==> src/rtl/gps_uart_tx.sv <==
// ============================================================================
// gps_uart_tx : FIFO-buffered 8-bit UART transmitter with pad tristate control
// Optional even parity bit enabled by defining GPS_UART_TX_PARITY_EN.
// Revision: 1.0
// ============================================================================
`default_nettype none

module gps_uart_tx #(
  parameter int unsigned BAUD_DIV = 10417,
  parameter int unsigned DEPTH    = 8
) (
  input  logic       clk,
  input  logic       rst,
  input  logic       tx_ena,
  input  logic       wr,
  input  logic [7:0] wdata,
  input  logic       clr_ovf,
  output logic       full,
  output logic       empty,
  output logic       busy,
  output logic       ovf,
  output logic       txd_o,
  output logic       txd_t
);

  localparam int unsigned C_AW     = $clog2(DEPTH);
  localparam int unsigned C_CW     = C_AW + 1;
  localparam logic [15:0] C_RELOAD = 16'(BAUD_DIV - 1);

  typedef enum logic [2:0] {
    S_IDLE   = 3'd0,
    S_START  = 3'd1,
    S_DATA   = 3'd2,
`ifdef GPS_UART_TX_PARITY_EN
    S_PARITY = 3'd3,
`endif
    S_STOP   = 3'd4
  } state_t;

  logic [7:0]      mem_q [DEPTH];
  logic [C_AW-1:0] wptr_q, rptr_q;
  logic [C_CW-1:0] count_q, count_d;
  logic            full_q, empty_q, ovf_q, ovf_d;
  logic            push, pop, start;
  logic [7:0]      head;

  state_t          state_q, state_d;
  logic [15:0]     cnt_q, cnt_d;
  logic [2:0]      bit_q, bit_d;
  logic [7:0]      sh_q, sh_d;
  logic            txd_q, txd_d;
  logic            busy_q, txd_t_q, busy_d;
`ifdef GPS_UART_TX_PARITY_EN
  logic            par_q, par_d;
`endif

  assign head = mem_q[rptr_q];
  // A pop frees a slot in the same cycle, so a write to a full FIFO still lands.
  assign push = wr && (!full_q || pop);

  always_comb begin
    count_d = count_q;
    if (push && !pop)      count_d = count_q + 1'b1;
    else if (pop && !push) count_d = count_q - 1'b1;
  end

  assign ovf_d = (ovf_q && !clr_ovf) || (wr && full_q && !pop);

  always_ff @(posedge clk) begin
    if (push) mem_q[wptr_q] <= wdata;
  end

  always_ff @(posedge clk) begin
    if (rst) begin
      wptr_q  <= '0;
      rptr_q  <= '0;
      count_q <= '0;
      full_q  <= 1'b0;
      empty_q <= 1'b1;
      ovf_q   <= 1'b0;
    end else begin
      if (push) wptr_q <= wptr_q + 1'b1;
      if (pop)  rptr_q <= rptr_q + 1'b1;
      count_q <= count_d;
      full_q  <= (count_d == C_CW'(DEPTH));
      empty_q <= (count_d == '0);
      ovf_q   <= ovf_d;
    end
  end

  assign start = tx_ena && !empty_q &&
                 ((state_q == S_IDLE) || (state_q == S_STOP && cnt_q == '0));
  assign pop   = start;

  always_comb begin
    state_d = state_q;
    cnt_d   = cnt_q;
    bit_d   = bit_q;
    sh_d    = sh_q;
    txd_d   = txd_q;
`ifdef GPS_UART_TX_PARITY_EN
    par_d   = par_q;
`endif
    case (state_q)
      S_IDLE: begin
        txd_d = 1'b1;
        cnt_d = '0;
      end
      S_START: begin
        if (cnt_q == '0) begin
          state_d = S_DATA;
          cnt_d   = C_RELOAD;
          bit_d   = 3'd0;
          txd_d   = sh_q[0];
        end else begin
          cnt_d = cnt_q - 1'b1;
        end
      end
      S_DATA: begin
        if (cnt_q == '0) begin
          cnt_d = C_RELOAD;
          if (bit_q == 3'd7) begin
`ifdef GPS_UART_TX_PARITY_EN
            state_d = S_PARITY;
            txd_d   = par_q;
`else
            state_d = S_STOP;
            txd_d   = 1'b1;
`endif
          end else begin
            bit_d = bit_q + 1'b1;
            sh_d  = {1'b0, sh_q[7:1]};
            txd_d = sh_q[1];
          end
        end else begin
          cnt_d = cnt_q - 1'b1;
        end
      end
`ifdef GPS_UART_TX_PARITY_EN
      S_PARITY: begin
        if (cnt_q == '0) begin
          state_d = S_STOP;
          cnt_d   = C_RELOAD;
          txd_d   = 1'b1;
        end else begin
          cnt_d = cnt_q - 1'b1;
        end
      end
`endif
      S_STOP: begin
        if (cnt_q == '0) begin
          state_d = S_IDLE;
          txd_d   = 1'b1;
        end else begin
          cnt_d = cnt_q - 1'b1;
        end
      end
      default: begin
        state_d = S_IDLE;
        cnt_d   = '0;
        txd_d   = 1'b1;
      end
    endcase

    // Frame launch from IDLE or straight out of the last stop cycle.
    if (start) begin
      state_d = S_START;
      cnt_d   = C_RELOAD;
      sh_d    = head;
      txd_d   = 1'b0;
`ifdef GPS_UART_TX_PARITY_EN
      par_d   = ^head;
`endif
    end
  end

  assign busy_d = (state_d != S_IDLE);

  always_ff @(posedge clk) begin
    if (rst) begin
      state_q <= S_IDLE;
      cnt_q   <= '0;
      bit_q   <= '0;
      sh_q    <= '0;
      txd_q   <= 1'b1;
      busy_q  <= 1'b0;
      txd_t_q <= 1'b1;
`ifdef GPS_UART_TX_PARITY_EN
      par_q   <= 1'b0;
`endif
    end else begin
      state_q <= state_d;
      cnt_q   <= cnt_d;
      bit_q   <= bit_d;
      sh_q    <= sh_d;
      txd_q   <= txd_d;
      busy_q  <= busy_d;
      txd_t_q <= !(tx_ena || busy_d);
`ifdef GPS_UART_TX_PARITY_EN
      par_q   <= par_d;
`endif
    end
  end

  assign full  = full_q;
  assign empty = empty_q;
  assign busy  = busy_q;
  assign ovf   = ovf_q;
  assign txd_o = txd_q;
  assign txd_t = txd_t_q;

endmodule

`default_nettype wire

==> config.mk <==
export PLATFORM = sky130hd
export DESIGN_NAME = gps_uart_tx
export DESIGN_NICKNAME = d
export VERILOG_FILES = /design/src/rtl/gps_uart_tx.sv
export SDC_FILE = /design/constraint.sdc
export NUM_CORES = 1
export LEC_CHECK = 0
export ABC_CLOCK_PERIOD_IN_PS = 3200
export BUFFER_PORTS_ARGS = -buffer_cell sky130_fd_sc_hd__buf_2
export CORE_AREA = 2 2 130 132
export CTS_BUF_LIST = sky130_fd_sc_hd__clkbuf_16
export CTS_CLUSTER_SIZE = 24
export DETAILED_ROUTE_END_ITERATION = 8
export DIE_AREA = 0 0 132 134
export PLACE_DENSITY_LB_ADDON = 0.12
export SKIP_LAST_GASP = 1
export SLEW_MARGIN = 0
export SYNTH_ARGS = -nofsm -noshare
export SYNTH_HDL_FRONTEND = slang
export SYNTH_SLANG_ARGS = --single-unit
==> constraint.sdc <==
create_clock -name clk -period 3.2 [get_ports clk]
set_input_delay 0.32 -clock clk [delete_from_list [all_inputs] [get_ports clk]]
set_output_delay 0.32 -clock clk [all_outputs]
set_load 0.02 [all_outputs]
Word-level counts from Yosys, hierarchy flattened. Memory sizes are Yosys's and may differ from the RTL's. A register that Yosys moved wholly into a read port is not among the register bits. Cells that the tools add are included.

$mul: 0. Div/mod/pow operators: 0. $lt $le $gt $ge: 0. Shift operators: 0. Mux-type cells: 30. Add/sub/neg operators: 6. Bitwise operators: 0. Reduce and logical (&&, ||, !) cells: 31. Equal/unequal tests: 14.

Operators with widths (number): two-way mux 16 bit (2); two-way mux 8 bit (4); case mux 16 bit (2 select lines) (1); two-way mux 3 bit (10); logical NOT 16 bit (1); subtractor 16 x 1 -> 16 bit (second input constant) (1); two-way mux 14 bit (1); case mux 3 bit (4 select lines) (1); inequality test 2 bit (second input constant) (5); adder 3 x 1 -> 3 bit (second input constant) (3); logical AND 1 bit (9); inequality test 3 bit (second input constant) (3); two-way mux 4 bit (2); two-way mux 1 bit (7); == test 3 bit (second input constant) (2); logical NOT 1 bit (6); case mux 3 bit (2 select lines) (1); AND reduction 3 bit (2); nonzero test 2 bit (3); adder 4 x 1 -> 4 bit (second input constant) (1); == test 4 bit (second input constant) (1); logical NOT 4 bit (1); logical OR 1 bit (4); AND reduction 4 bit (1); other kinds (8) (9).

Flip-flop bits (word level): 46. Memories: 1. Bits in read-only memories: 0. Bits of input ports: 13. Bits in writable memories: 64. Logic and storage cells: 96. Output and inout port bits: 6. Latch bits: 0.

Memories: mem_q (depth 8, bits a word 8, rd ports 1, clocked after Yosys merged registers in 1, wr ports 1, line 40) `logic [7:0] mem_q [DEPTH];`.

Depth between registers and ports, before layout. Gate-level depths: netlist (run 1).

Depth after elaboration: 11. Mapped depth: 10. Depth with buffers taken out: 8.

Least setup slack after synthesis (run 1). Ideal clock, no wire load.

Path kind: register to register. Start: reg empty_q (netlist: empty). End: mem mem_q[5][0] (enable). Cell stages (with the launch flop): 7. Slack: 0.585 ns. Path buffers: 1. Arrival: 2.232 ns. Cells stage by stage: dfxtp_1 > or4b_2 > a21o_1 > clkbuf_1 > nand2_1 > nand2_1 > nor3_1.

Word-level cells in the longest chain between the ends: 7.

Ends and longest elaborated chain: start: declaration (line 43) `logic full_q, empty_q, ovf_q, ovf_d;`; start signal: assignment (line 86) `empty_q <= (count_d == '0);`; logical NOT 1 bit (line 91) `assign start = tx_ena && !empty_q &&`; logical AND 1 bit (2 in a row) (line 91); logical OR 1 bit (line 59) `assign push = wr && (!full_q || pop);`; logical AND 1 bit (line 59); two-way mux 1 bit (line 70) `if (push) mem_q[wptr_q] <= wdata;`; two-way mux 1 bit (implied by the code) (line 70); end: declaration (line 40).

No other way between the ends.

Worst setup path after layout (run 1).
Start: reg cnt_q[0]. End: mem mem_q[5][3] (enable).

Word-level cells in the longest chain between the ends: 8.

Ends and longest elaborated chain: start: declaration (line 48) `logic [15:0] cnt_q, cnt_d;`; start signal: assignment (line 193) `cnt_q <= cnt_d;`; logical NOT 16 bit (line 92) `((state_q == S_IDLE) || (state_q == S_STOP && cnt_q == '0));`; logical AND 1 bit (line 92); logical OR 1 bit (line 92); logical AND 1 bit (line 91); logical OR 1 bit (line 59); logical AND 1 bit (line 59); two-way mux 1 bit (line 70); two-way mux 1 bit (implied by the code) (line 70).

No other way between the ends.

==> impl_metrics.yaml, run 1 <==
sta:
  relSlewSlack: 0.429
  fin_skew_ns: 0.00594
  setup_viol: 0
  setup_tns_ns: 0
  setup_slack_ns: 0.670
  report.final.slew_viol_count: 0
  rsz0062_at_grt: "false"
  hold_viol: 0
  hold_ws_ns: 0.110
  fin_crit_sh: 0.791
  layout_min_cycle_time_ns: 2.53
  worst_pin_slew_ns: 0.856
  timing.fmax_mhz: 395
run_status:
  status: "completed"
floorplan:
  die_h_um: 134
  start_util: 0.295
  dieArea_sq_mm: 0.0177
  die_w_um: 132
  core_sq_mm: 0.0163
  io_pins: 19
  rows: 47
global_routing:
  grt_pass1_vias: 3085
  grt-ovfl-total: 0
  antenna_found_initial: 0
  grt_pass1_wl_mm: 17.1
  grt_usage: 0.131
  grt_max_degree: 33
logic_synthesis:
  ys_types: 58
  synthCells: 380
  ys_ff_latch: 113
  yosys_warnings: 0
  syn_area_sq_mm: 0.00480
  synth_top_cell_area_share: 0.400
  yosys-top-cells-area: "edfxtp_1 40%, dfxtp_1 20%, mux4_2 7.5%, nor2_1 3.9%, mux2i_1 2.5%"
  synth-async-reset-ratio: 0
  synth_flop_cell: "edfxtp_1"
  synth_nets: 400
  synth_edf_count: 64
  yosysTopAreaCell: "edfxtp_1"
  ys_seq_area_frac: 0.605
  avgSynthCellArea_sq_um: 12.6
drt:
  drc_errors: 0
  finalWirelength_mm: 10.6
  drt_pre_antenna_iters: 4
  avgViaCountPerCell: 4.77
  ant_nets: 0
  drtIter0Drc: 287
  drt-wirelength-per-cell_um: 16.4
  via_count: 3079
pwr:
  p_per_area_mw_per_mm2: 942
  vdd_drop_max_uv: 409
  p_leak_uw: 0.00204
setup_path:
  start_kind: "flop"
  worstPathArrival_ns: 2.65
  slowest_delay_ns: 0.35
  required_ns: 3.32
  endpoint_kind: "flop"
  cp_top_family: "simple AND/OR/NAND/NOR gates"
  worstPathMaxFanout: 8
  crit_path_frequent_cell: "nand2_1"
  crit_chain: "inv_1 > ha_1 > nor4b_1 > nand4_1 > a21o_1 > nand2_1 > nand2_1 > nor3_1 > buf_4"
  crit_type: "reg2reg"
  crit_path_top_delay_cell: "dfxtp_1"
  critPathBufInv: 2
finish:
  drive_gt1_frac: 0.209
  multi_input_area_sq_mm: 0.00179
  fill_cells: 1592
  area_growth_pct: 20.6
  nNetsFinal: 433
  regArea_sq_mm: 0.00290
  diodes: 0
  stdcell_area_sq_mm: 0.00579
place:
  place_area_sq_mm: 0.00520
  port_buffers: 18
  post-place-ws_ns: 0.734
  dpl.hpwl_mm: 6.78
  place_congestion: 0.742
clocking:
  htreeDepth: 4
  cts-hold-fix-buffers: 0
  cts_buffer_depth: 2
  cts_buffers: 17
  cts_tree: "yes"
  clkSinkCount: 113
  clock_latency_ns: 0.42
  cts_setup_buffers: 0
  cts_resized: 0
  cts-root-buf: "clkbuf_16"
  clk_pin_slew_worst_paths_ns: 0.06
run:
  maxCapViolCount: 0
hold_path:
  hp-class: "in2reg"
[power breakdown]
part	internal, uW	switching, uW	total, uW
Combinational	725	1040	1770
Sequential	1690	144	1840
Clock	1150	701	1850
[per-stage QoR]
stage	cells	total power [uW]	utilization
final	646	5460	0.355
after global routing	646	5810	0.355
after CTS	646	5530	0.355
after detailed placement	614	3650	0.319
after global placement	614	3650	0.319
after floorplan	380	3180	-
[Yosys cell counts, types with 6 or more instances]
| cell | n |
|---|---|
| a21oi_1 | 17 |
| a221oi_1 | 6 |
| clkbuf_1 | 16 |
| dfxtp_1 | 49 |
| edfxtp_1 | 64 |
| ha_1 | 7 |
| inv_1 | 9 |
| mux2i_1 | 12 |
| mux4_2 | 16 |
| nand2_1 | 19 |
| nor2_1 | 50 |
| nor3_1 | 11 |
| nor4_1 | 8 |
| xnor2_1 | 10 |
| xor2_1 | 9 |
[layout make-up]
type	count	share of cell area
clock inverter	15	0.0279
clock buffer	17	0.0735
tap	220	0.0475
timing repair buffer	33	0.0350
multi-input combinational	239	0.309
inverter	9	0.00583
sequential	113	0.501
[kinds of logic (layout without fill, tap and decap cells)]
| kind of cell | Yosys count | after routing | share of synthesized area |
|---|---|---|---|
| multiplexers | 29 | 29 | 0.102 |
| adder cells (fa/ha/maj) | 7 | 7 | 0.0182 |
| AND/OR/NAND/NOR | 123 | 123 | 0.127 |
| XOR/XNOR | 19 | 19 | 0.0347 |
| AO/OA/AOI/OAI | 61 | 61 | 0.0899 |
| flip-flops | 113 | 113 | 0.605 |
| buffers and inverters | 28 | 74 | 0.0224 |
[flip-flops by register name, indices dropped and copies added, names as in the netlist, named ones only]
signal and flops:
txd_o 1, count_q 4, txd_t 1, empty 1, bit_q 3, busy 1
rptr_q 3, state_q 3, full 1, sh_q 8, mem_q 64, cnt_q 16
ovf 1, wptr_q 3
[layout by cell type (no fill, tap or decap), types with 2 or more instances in the layout]
cell type	count
clkinv_2	3
a32oi_1	2
o21a_1	2
a22oi_1	2
mux4_2	16
a21boi_0	4
nand2_1	19
a21oi_1	17
a211oi_1	4
bufinv_16	2
buf_2	18
o21ai_0	3
nand4_1	2
nand2b_1	5
nor4_1	8
o22ai_1	4
and3_1	2
dfxtp_1	49
inv_6	2
a2111oi_0	2
or3_1	4
mux2i_1	12
nor2b_1	3
nor3_1	11
inv_1	9
edfxtp_1	64
ha_1	7
a31oi_1	2
clkbuf_16	17
nand3_1	5
xor2_1	9
a221oi_1	6
xnor2_1	10
a211o_1	2
nor2_1	50
a21o_1	2
clkinv_4	7
buf_4	15
[final timing paths]
| path | start | endpoint | slack (ns) | depth (start not counted) |
|---|---|---|---|---|
| setup reg to reg | cnt_q[0]$_SDFFE_PP0N_ | mem_q[5][3]$_DFFE_PP_ | 0.67 | 9 |
| setup / recovery | cnt_q[0]$_SDFFE_PP0N_ | mem_q[5][3]$_DFFE_PP_ | 0.67 | 9 |
| hold reg to reg | rptr_q[1]$_SDFFE_PP0P_ | rptr_q[1]$_SDFFE_PP0P_ | 0.48 | 2 |
| hold / removal | tx_ena | txd_t$_SDFF_PP1_ | 0.11 | 2 |
[metal layers]
metal  vias up  global-route usage  wire (um)
met1      1517               0.161       4950
li1       1501                   -          -
met4         0              0.0580        186
met3        14              0.0454        414
met5         -                   0          0
met2        47               0.208       5070
No activity file was read; power rests on OpenSTA's default activity.
==> run 2: changes to the inputs <==
--- a/config.mk
+++ b/config.mk
@@ -5,13 +5,14 @@
 export SDC_FILE = /design/constraint.sdc
 export NUM_CORES = 1
 export LEC_CHECK = 0
-export ABC_CLOCK_PERIOD_IN_PS = 3200
+export ABC_AREA = 1
+export ABC_CLOCK_PERIOD_IN_PS = 2100
 export BUFFER_PORTS_ARGS = -buffer_cell sky130_fd_sc_hd__buf_2
-export CORE_AREA = 2 2 130 132
+export CORE_AREA = 2 2 131 133
 export CTS_BUF_LIST = sky130_fd_sc_hd__clkbuf_16
 export CTS_CLUSTER_SIZE = 24
 export DETAILED_ROUTE_END_ITERATION = 8
-export DIE_AREA = 0 0 132 134
+export DIE_AREA = 0 0 133 135
 export PLACE_DENSITY_LB_ADDON = 0.12
 export SKIP_LAST_GASP = 1
 export SLEW_MARGIN = 0
==> constraint.sdc (replaced) <==
create_clock -name clk -period 2.1 [get_ports clk]
set_input_delay 0.21 -clock clk [delete_from_list [all_inputs] [get_ports clk]]
set_output_delay 0.21 -clock clk [all_outputs]
set_load 0.02 [all_outputs]
==> run 2 against run 1 <==
  * Synthesized cell count grew 29%
  * Critical endpoint is now mem_q[3][5]$_DFFE_PP_
  * Combinational power grew 35%
  * Total power grew 45%
  * Die area grew 1.5%
  * Largest cell class unchanged
  * Count of clock-buffer cells in the layout is the same
==> impl_metrics.yaml, run 2 <==
logic_synthesis:
  ys_seq_area_frac: 0.592
  yosys.area_share.simple: 0.184
  synthCells: 492
  synth-async-reset-ratio: 0
  ys_types: 36
  synth_flop_cell: "edfxtp_1"
  synth.area.mux_share: 0.0245
  yosysTopAreaCell: "edfxtp_1"
  yosys_warnings: 0
  synth_top_cell_area_share: 0.392
  synth_adder_area_share: 0.0179
  yosysMostFrequentCell: "nand2_1"
  syn_area_sq_mm: 0.00491
  ys_top_cells_by_count: "92 x nand2_1, 64 x edfxtp_1, 50 x nor2_1"
  synth_nets: 512
  synth_top_family_by_area: "simple AND/OR/NAND/NOR gates"
  synth-compound-area-share: 0.105
  synth_edf_count: 64
  ys_ff_latch: 113
  synth-xor-area-share: 0.0286
  yosys-top-cells-area: "edfxtp_1 39%, dfxtp_1 20%, nand2_1 7.0%, nor2_1 3.8%, o21ai_0 3.2%"
  avgSynthCellArea_sq_um: 9.97
clocking:
  cts-root-buf: "clkbuf_16"
  clkSinkCount: 113
  cts_setup_buffers: 0
  cts_buffers: 17
  clock_latency_ns: 0.41
  cts_tree: "yes"
  clk_pin_slew_worst_paths_ns: 0.05
  htreeDepth: 4
  cts_buffer_depth: 2
hold_path:
  hp-class: "in2reg"
setup_path:
  worstPathArrival_ns: 2.02
  regToRegSetupSlack_ns: 0.20
  required_ns: 2.21
  crit_type: "reg2reg"
  worstPathMaxFanout: 8
  start_kind: "flop"
  endpoint_kind: "flop"
drt:
  avgViaCountPerCell: 4.63
  drt-wirelength-per-cell_um: 15.2
  via_count: 3547
  drt_pre_antenna_iters: 7
  drc_errors: 0
  finalWirelength_mm: 11.7
  ant_nets: 0
  drtIter0Drc: 263
sta:
  report.final.slew_viol_count: 0
  setup_slack_ns: 0.198
  layout_min_cycle_time_ns: 1.90
  setup_viol: 0
  fin_crit_sh: 0.906
  worst_pin_slew_ns: 0.500
  timing.fmax_mhz: 526
  relSlewSlack: 0.667
  fin_skew_ns: 0.0101
  hold_viol: 0
finish:
  nNetsFinal: 555
  diodes: 0
  final_common_cell: "nand2_1"
  drive_gt1_frac: 0.185
  area_growth_pct: 21.7
  final_cell_mix: "92 x nand2_1, 64 x edfxtp_1, 49 x dfxtp_1"
  fill_cells: 1618
  largest_reg_flops: 64
  largest-register: "mem_q"
  top_regs: "mem_q x64, cnt_q x16, sh_q x8"
  stdcell_area_sq_mm: 0.00597
global_routing:
  antenna_found_initial: 0
  grt_pass1_vias: 3514
  grt_usage: 0.138
  grt_pass1_wl_mm: 18.6
  grt_max_degree: 33
  grt-ovfl-total: 0
floorplan:
  rows: 47
  dieArea_sq_mm: 0.0180
  die_h_um: 135
  start_util: 0.299
  die_w_um: 133
  io_pins: 19
  core_sq_mm: 0.0164
place:
  port_buffers: 18
  post-place-ws_ns: 0.104
  place_congestion: 0.785
  dpl.hpwl_mm: 8.12
  place_area_sq_mm: 0.00537
pwr:
  p_leak_uw: 0.00230
  vdd_drop_max_uv: 609
  p_per_area_mw_per_mm2: 1320
run_status:
  status: "completed"
run:
  maxCapViolCount: 0
## run 2: power breakdown
part / switching (uW) / leakage [uW] / internal, uW / total (uW)
clock: 966 / 0.000277 / 1830 / 2790
combinational: 1530 / 0.00105 / 866 / 2390
sequential: 168 / 0.000981 / 2560 / 2730
total: 2660 / 0.00230 / 5250 / 7910
## run 2: worst paths after layout
path | from | endpoint | depth (start not counted)
worst max-delay path | cnt_q[0]$_SDFFE_PP0N_ | mem_q[3][5]$_DFFE_PP_ | 13
worst min-delay path | clr_ovf | ovf$_SDFF_PP0_ | 4
worst max register to register | cnt_q[0]$_SDFFE_PP0N_ | mem_q[3][5]$_DFFE_PP_ | 13
worst min register to register | bit_q[0]$_SDFFE_PP0P_ | bit_q[0]$_SDFFE_PP0P_ | 1
## run 2: cells by family after synthesis
| family | Yosys count |
|---|---|
| flip-flops | 113 |
| XOR/XNOR | 16 |
| AND/OR/NAND/NOR | 199 |
| multiplexers | 12 |
| adder cells (fa/ha/maj) | 7 |
| buffers and inverters | 57 |
| AO/OA/AOI/OAI | 88 |
## run 2: critical path: stages (launching register included)
cell and delay (ns):
dfxtp_1 0.31, inv_1 0.08, ha_2 0.19, nand2_2 0.08
nor2_4 0.12, nand3_4 0.09, nand2_4 0.08, nand2_4 0.04
nand2_1 0.07, nand2_2 0.09, nor2_2 0.12, inv_2 0.07
nor2_1 0.09, buf_4 0.18
## run 2: repair_timing
item / 4_1_cts / 5_1_grt
hold buffers: 1 / 0
endpoints found under the hold margin: 1 / 0
endpoints found under the setup margin: 0 / 64
resized for setup: 0 / 7
## run 2: area by class of cell
type | count | area (sq um) | share of cell area
clock buffer | 17 | 425 | 0.0712
timing repair buffer | 41 | 278 | 0.0465
multi-input combinational | 322 | 1790 | 0.300
clock inverter | 13 | 148 | 0.0247
sequential | 113 | 2900 | 0.486
inverter | 40 | 153 | 0.0256
tap | 220 | 275 | 0.0461
## run 2: metal layers
layer,share of wire,vias to the layer above,track usage
met5,0,-,0
met4,0.012,0,0.0573
met3,0.038,13,0.0417
met2,0.48,71,0.223
met1,0.47,1680,0.173
li1,-,1783,-
## run 2: per-stage QoR
step / hold WS (ns) / utilization / TNS, ns / total power (uW) / std cells
CTS: 0.0435 / 0.363 / 0 / 7970 / 766
floorplan: 0.302 / - / -5.06 / 4530 / 492
global placement: 0.403 / 0.327 / 0 / 5150 / 735
detailed placement: 0.411 / 0.327 / 0 / 5130 / 735
global route: 0.0571 / 0.364 / -0.0656 / 8440 / 766
finish: 0.0523 / 0.364 / 0 / 7910 / 766
==> run 3: changes to the inputs <==
--- a/config.mk
+++ b/config.mk
@@ -5,14 +5,13 @@
 export SDC_FILE = /design/constraint.sdc
 export NUM_CORES = 1
 export LEC_CHECK = 0
-export ABC_AREA = 1
 export ABC_CLOCK_PERIOD_IN_PS = 2100
 export BUFFER_PORTS_ARGS = -buffer_cell sky130_fd_sc_hd__buf_2
-export CORE_AREA = 2 2 131 133
+export CORE_AREA = 2 2 130 132
 export CTS_BUF_LIST = sky130_fd_sc_hd__clkbuf_16
 export CTS_CLUSTER_SIZE = 24
 export DETAILED_ROUTE_END_ITERATION = 8
-export DIE_AREA = 0 0 133 135
+export DIE_AREA = 0 0 132 134
 export PLACE_DENSITY_LB_ADDON = 0.12
 export SKIP_LAST_GASP = 1
 export SLEW_MARGIN = 0
==> run 3 against run 2 <==
  * The run now ends with setup timing left
  * Total power increased by 29%
  * First-iteration DRC count decreased by 27%
  * Global-route usage decreased by 0.31 points
  * Sequential power about the same
  * Critical path depth decreased by 7
  * Combinational power increased by 82%
  * Clock power increased by 9.3%
  * Sequential share of layout area decreased by 5.1 points
  * Setup slack got worse by 0.38 ns
  * Non-clock buffer count increased by 44
  * Critical path type unchanged
==> impl_metrics.yaml, run 3 (same netlist as run 1, synthesis figures left out) <==
clocking:
  clk_pin_slew_worst_paths_ns: 0.05
  cts_tree: "yes"
  htreeDepth: 4
  clock_latency_ns: 0.41
  cts-hold-fix-buffers: 0
  clkSinkCount: 113
  cts-root-buf: "clkbuf_16"
  cts_buffers: 17
  cts_buffer_depth: 2
pwr:
  vdd_drop_max_uv: 792
  p_total_uw: 10200
  p_leak_uw: 0.00244
  p_per_area_mw_per_mm2: 1520
hold_path:
  hold_path_end: "txd_t$_SDFF_PP1_"
  holdPathStages: 2
  hp-class: "in2reg"
  min-delay-start: "tx_ena"
floorplan:
  dieArea_sq_mm: 0.0177
  die_h_um: 134
  start_util: 0.295
  die_w_um: 132
  rows: 47
  core_sq_mm: 0.0163
  io_pins: 19
setup_path:
  worstPathMaxFanout: 4
  r2r_cells: 6
  required_ns: 2.39
  start_kind: "flop"
  slowest_delay_ns: 0.53
  crit_path_top_delay_cell: "or4_4"
  cp_top_family: "simple AND/OR/NAND/NOR gates"
  crit_chain: "or4_4 > or3_4 > o31a_4 > a31oi_4 > xor2_2 > and4b_1"
  r2r-start: "cnt_q[10]$_SDFFE_PP0N_"
  crit_type: "reg2reg"
  critPathBufInv: 0
  worstReg2RegEnd: "full$_SDFF_PP0_"
  regToRegSetupSlack_ns: -0.18
  worstPathArrival_ns: 2.57
  endpoint_kind: "flop"
sta:
  hold_viol: 0
  layout_min_cycle_time_ns: 2.28
  worst_pin_slew_ns: 0.399
  timing.fmax_mhz: 439
  relSlewSlack: 0.733
  rsz0062_at_grt: "true"
  fin_skew_ns: 0.0119
  fin_crit_sh: 1.09
  report.final.slew_viol_count: 0
  setup_slack_ns: -0.179
  setup_viol: 35
finish:
  layout.cells.non_filler: 698
  area_growth_pct: 39.3
  top_regs: "mem_q x64, cnt_q x16, sh_q x8"
  final_cell_mix: "64 x edfxtp_1, 53 x buf_4, 46 x dfxtp_1"
  drive_gt1_frac: 0.372
  fill_cells: 1530
  largest-register: "mem_q"
  post-route-util: 0.411
  nNetsFinal: 485
  diodes: 0
  largest_reg_flops: 64
  final_common_cell: "edfxtp_1"
drt:
  wl_met1_mm: 5.14
  dr.max_layer_used: "met4"
  avgViaCountPerCell: 4.77
  via_count: 3326
  dr_wl_met2_mm: 5.66
  drt_pre_antenna_iters: 4
  finalWirelength_mm: 11.2
  drtIter0Drc: 193
  drt-wirelength-per-cell_um: 16.1
  dr_wl_met3_um: 273
  drc_errors: 0
  ant_nets: 0
global_routing:
  grt_usage: 0.135
  grt_pass1_vias: 3370
  antenna_found_initial: 0
  grt_max_degree: 20
  grt-ovfl-total: 0
  grt_pass1_wl_mm: 18.0
run_status:
  status: "finished with violations"
  violations: "setup timing"
place:
  port_buffers: 18
  place_congestion: 0.730
  dpl.hpwl_mm: 7.47
  place_inst: 658
run:
  maxCapViolCount: 0
[run 3: worst max-delay path by stage]
stage	from	to	slack, ns	cells past startpoint
5_1_grt	cnt_q[10]$_SDFFE_PP0N_	full$_SDFF_PP0_	-0.24	6
4_1_cts	cnt_q[10]$_SDFFE_PP0N_	full$_SDFF_PP0_	-0.18	6
2_1_floorplan	cnt_q[10]$_SDFFE_PP0N_	full$_SDFF_PP0_	-0.14	6
3_5_place_dp	cnt_q[10]$_SDFFE_PP0N_	full$_SDFF_PP0_	-0.29	7
3_3_place_gp	cnt_q[8]$_SDFFE_PP0N_	state_q[0]$_SDFF_PP0_	-0.25	7
6_report	cnt_q[10]$_SDFFE_PP0N_	full$_SDFF_PP0_	-0.18	6
[run 3: timing repair]
action	CTS	global route
gates resized for setup	17	28
endpoints found under the setup margin	107	102
pin swaps	6	12
hold endpoints to repair	0	0
gates cloned	0	1
buffers inserted	3	4
[run 3: area by class of cell]
class | count | area, sq um | area share
inverters | 9 | 33.8 | 0.00505
well taps | 220 | 275 | 0.0412
multi-input cells | 239 | 2100 | 0.315
flip-flops and latches | 113 | 2910 | 0.435
clock inverters | 15 | 204 | 0.0305
repair buffers | 85 | 738 | 0.110
clock buffers | 17 | 425 | 0.0636
[run 3: power breakdown]
part,total (uW),internal [uW],switching (uW)
clock,3050,2000,1050
combinational,4360,2180,2180
sequential,2760,2590,179
[run 3: through the flow]
stage,hold slack [ns],instance area [sq um],TNS (ns),setup WS [ns]
floorplan,0.299,4920,-0.303,-0.139
global placement,0.436,5760,-14.33,-0.245
detailed placement,0.436,5760,-17.13,-0.286
CTS,0.00595,6480,-1.81,-0.178
global route,0.0180,6690,-5.23,-0.238
finish,0.0255,6690,-1.23,-0.179
[run 3: worst reg2reg max path, delay by kind of cell (launching register included)]
kind                      cells  cell delay (ns)
and+or+nand+nor               3             1.12
DFF                           1             0.32
xor gates and xnor gates      1             0.20
AOI/OAI and AO/OA             2             0.54
[run 3: per-layer routing]
metal	vias to the layer above	global-route usage
met5	-	0
met3	10	0.0317
met4	0	0.0507
li1	1610	-
met1	1672	0.168
met2	34	0.229
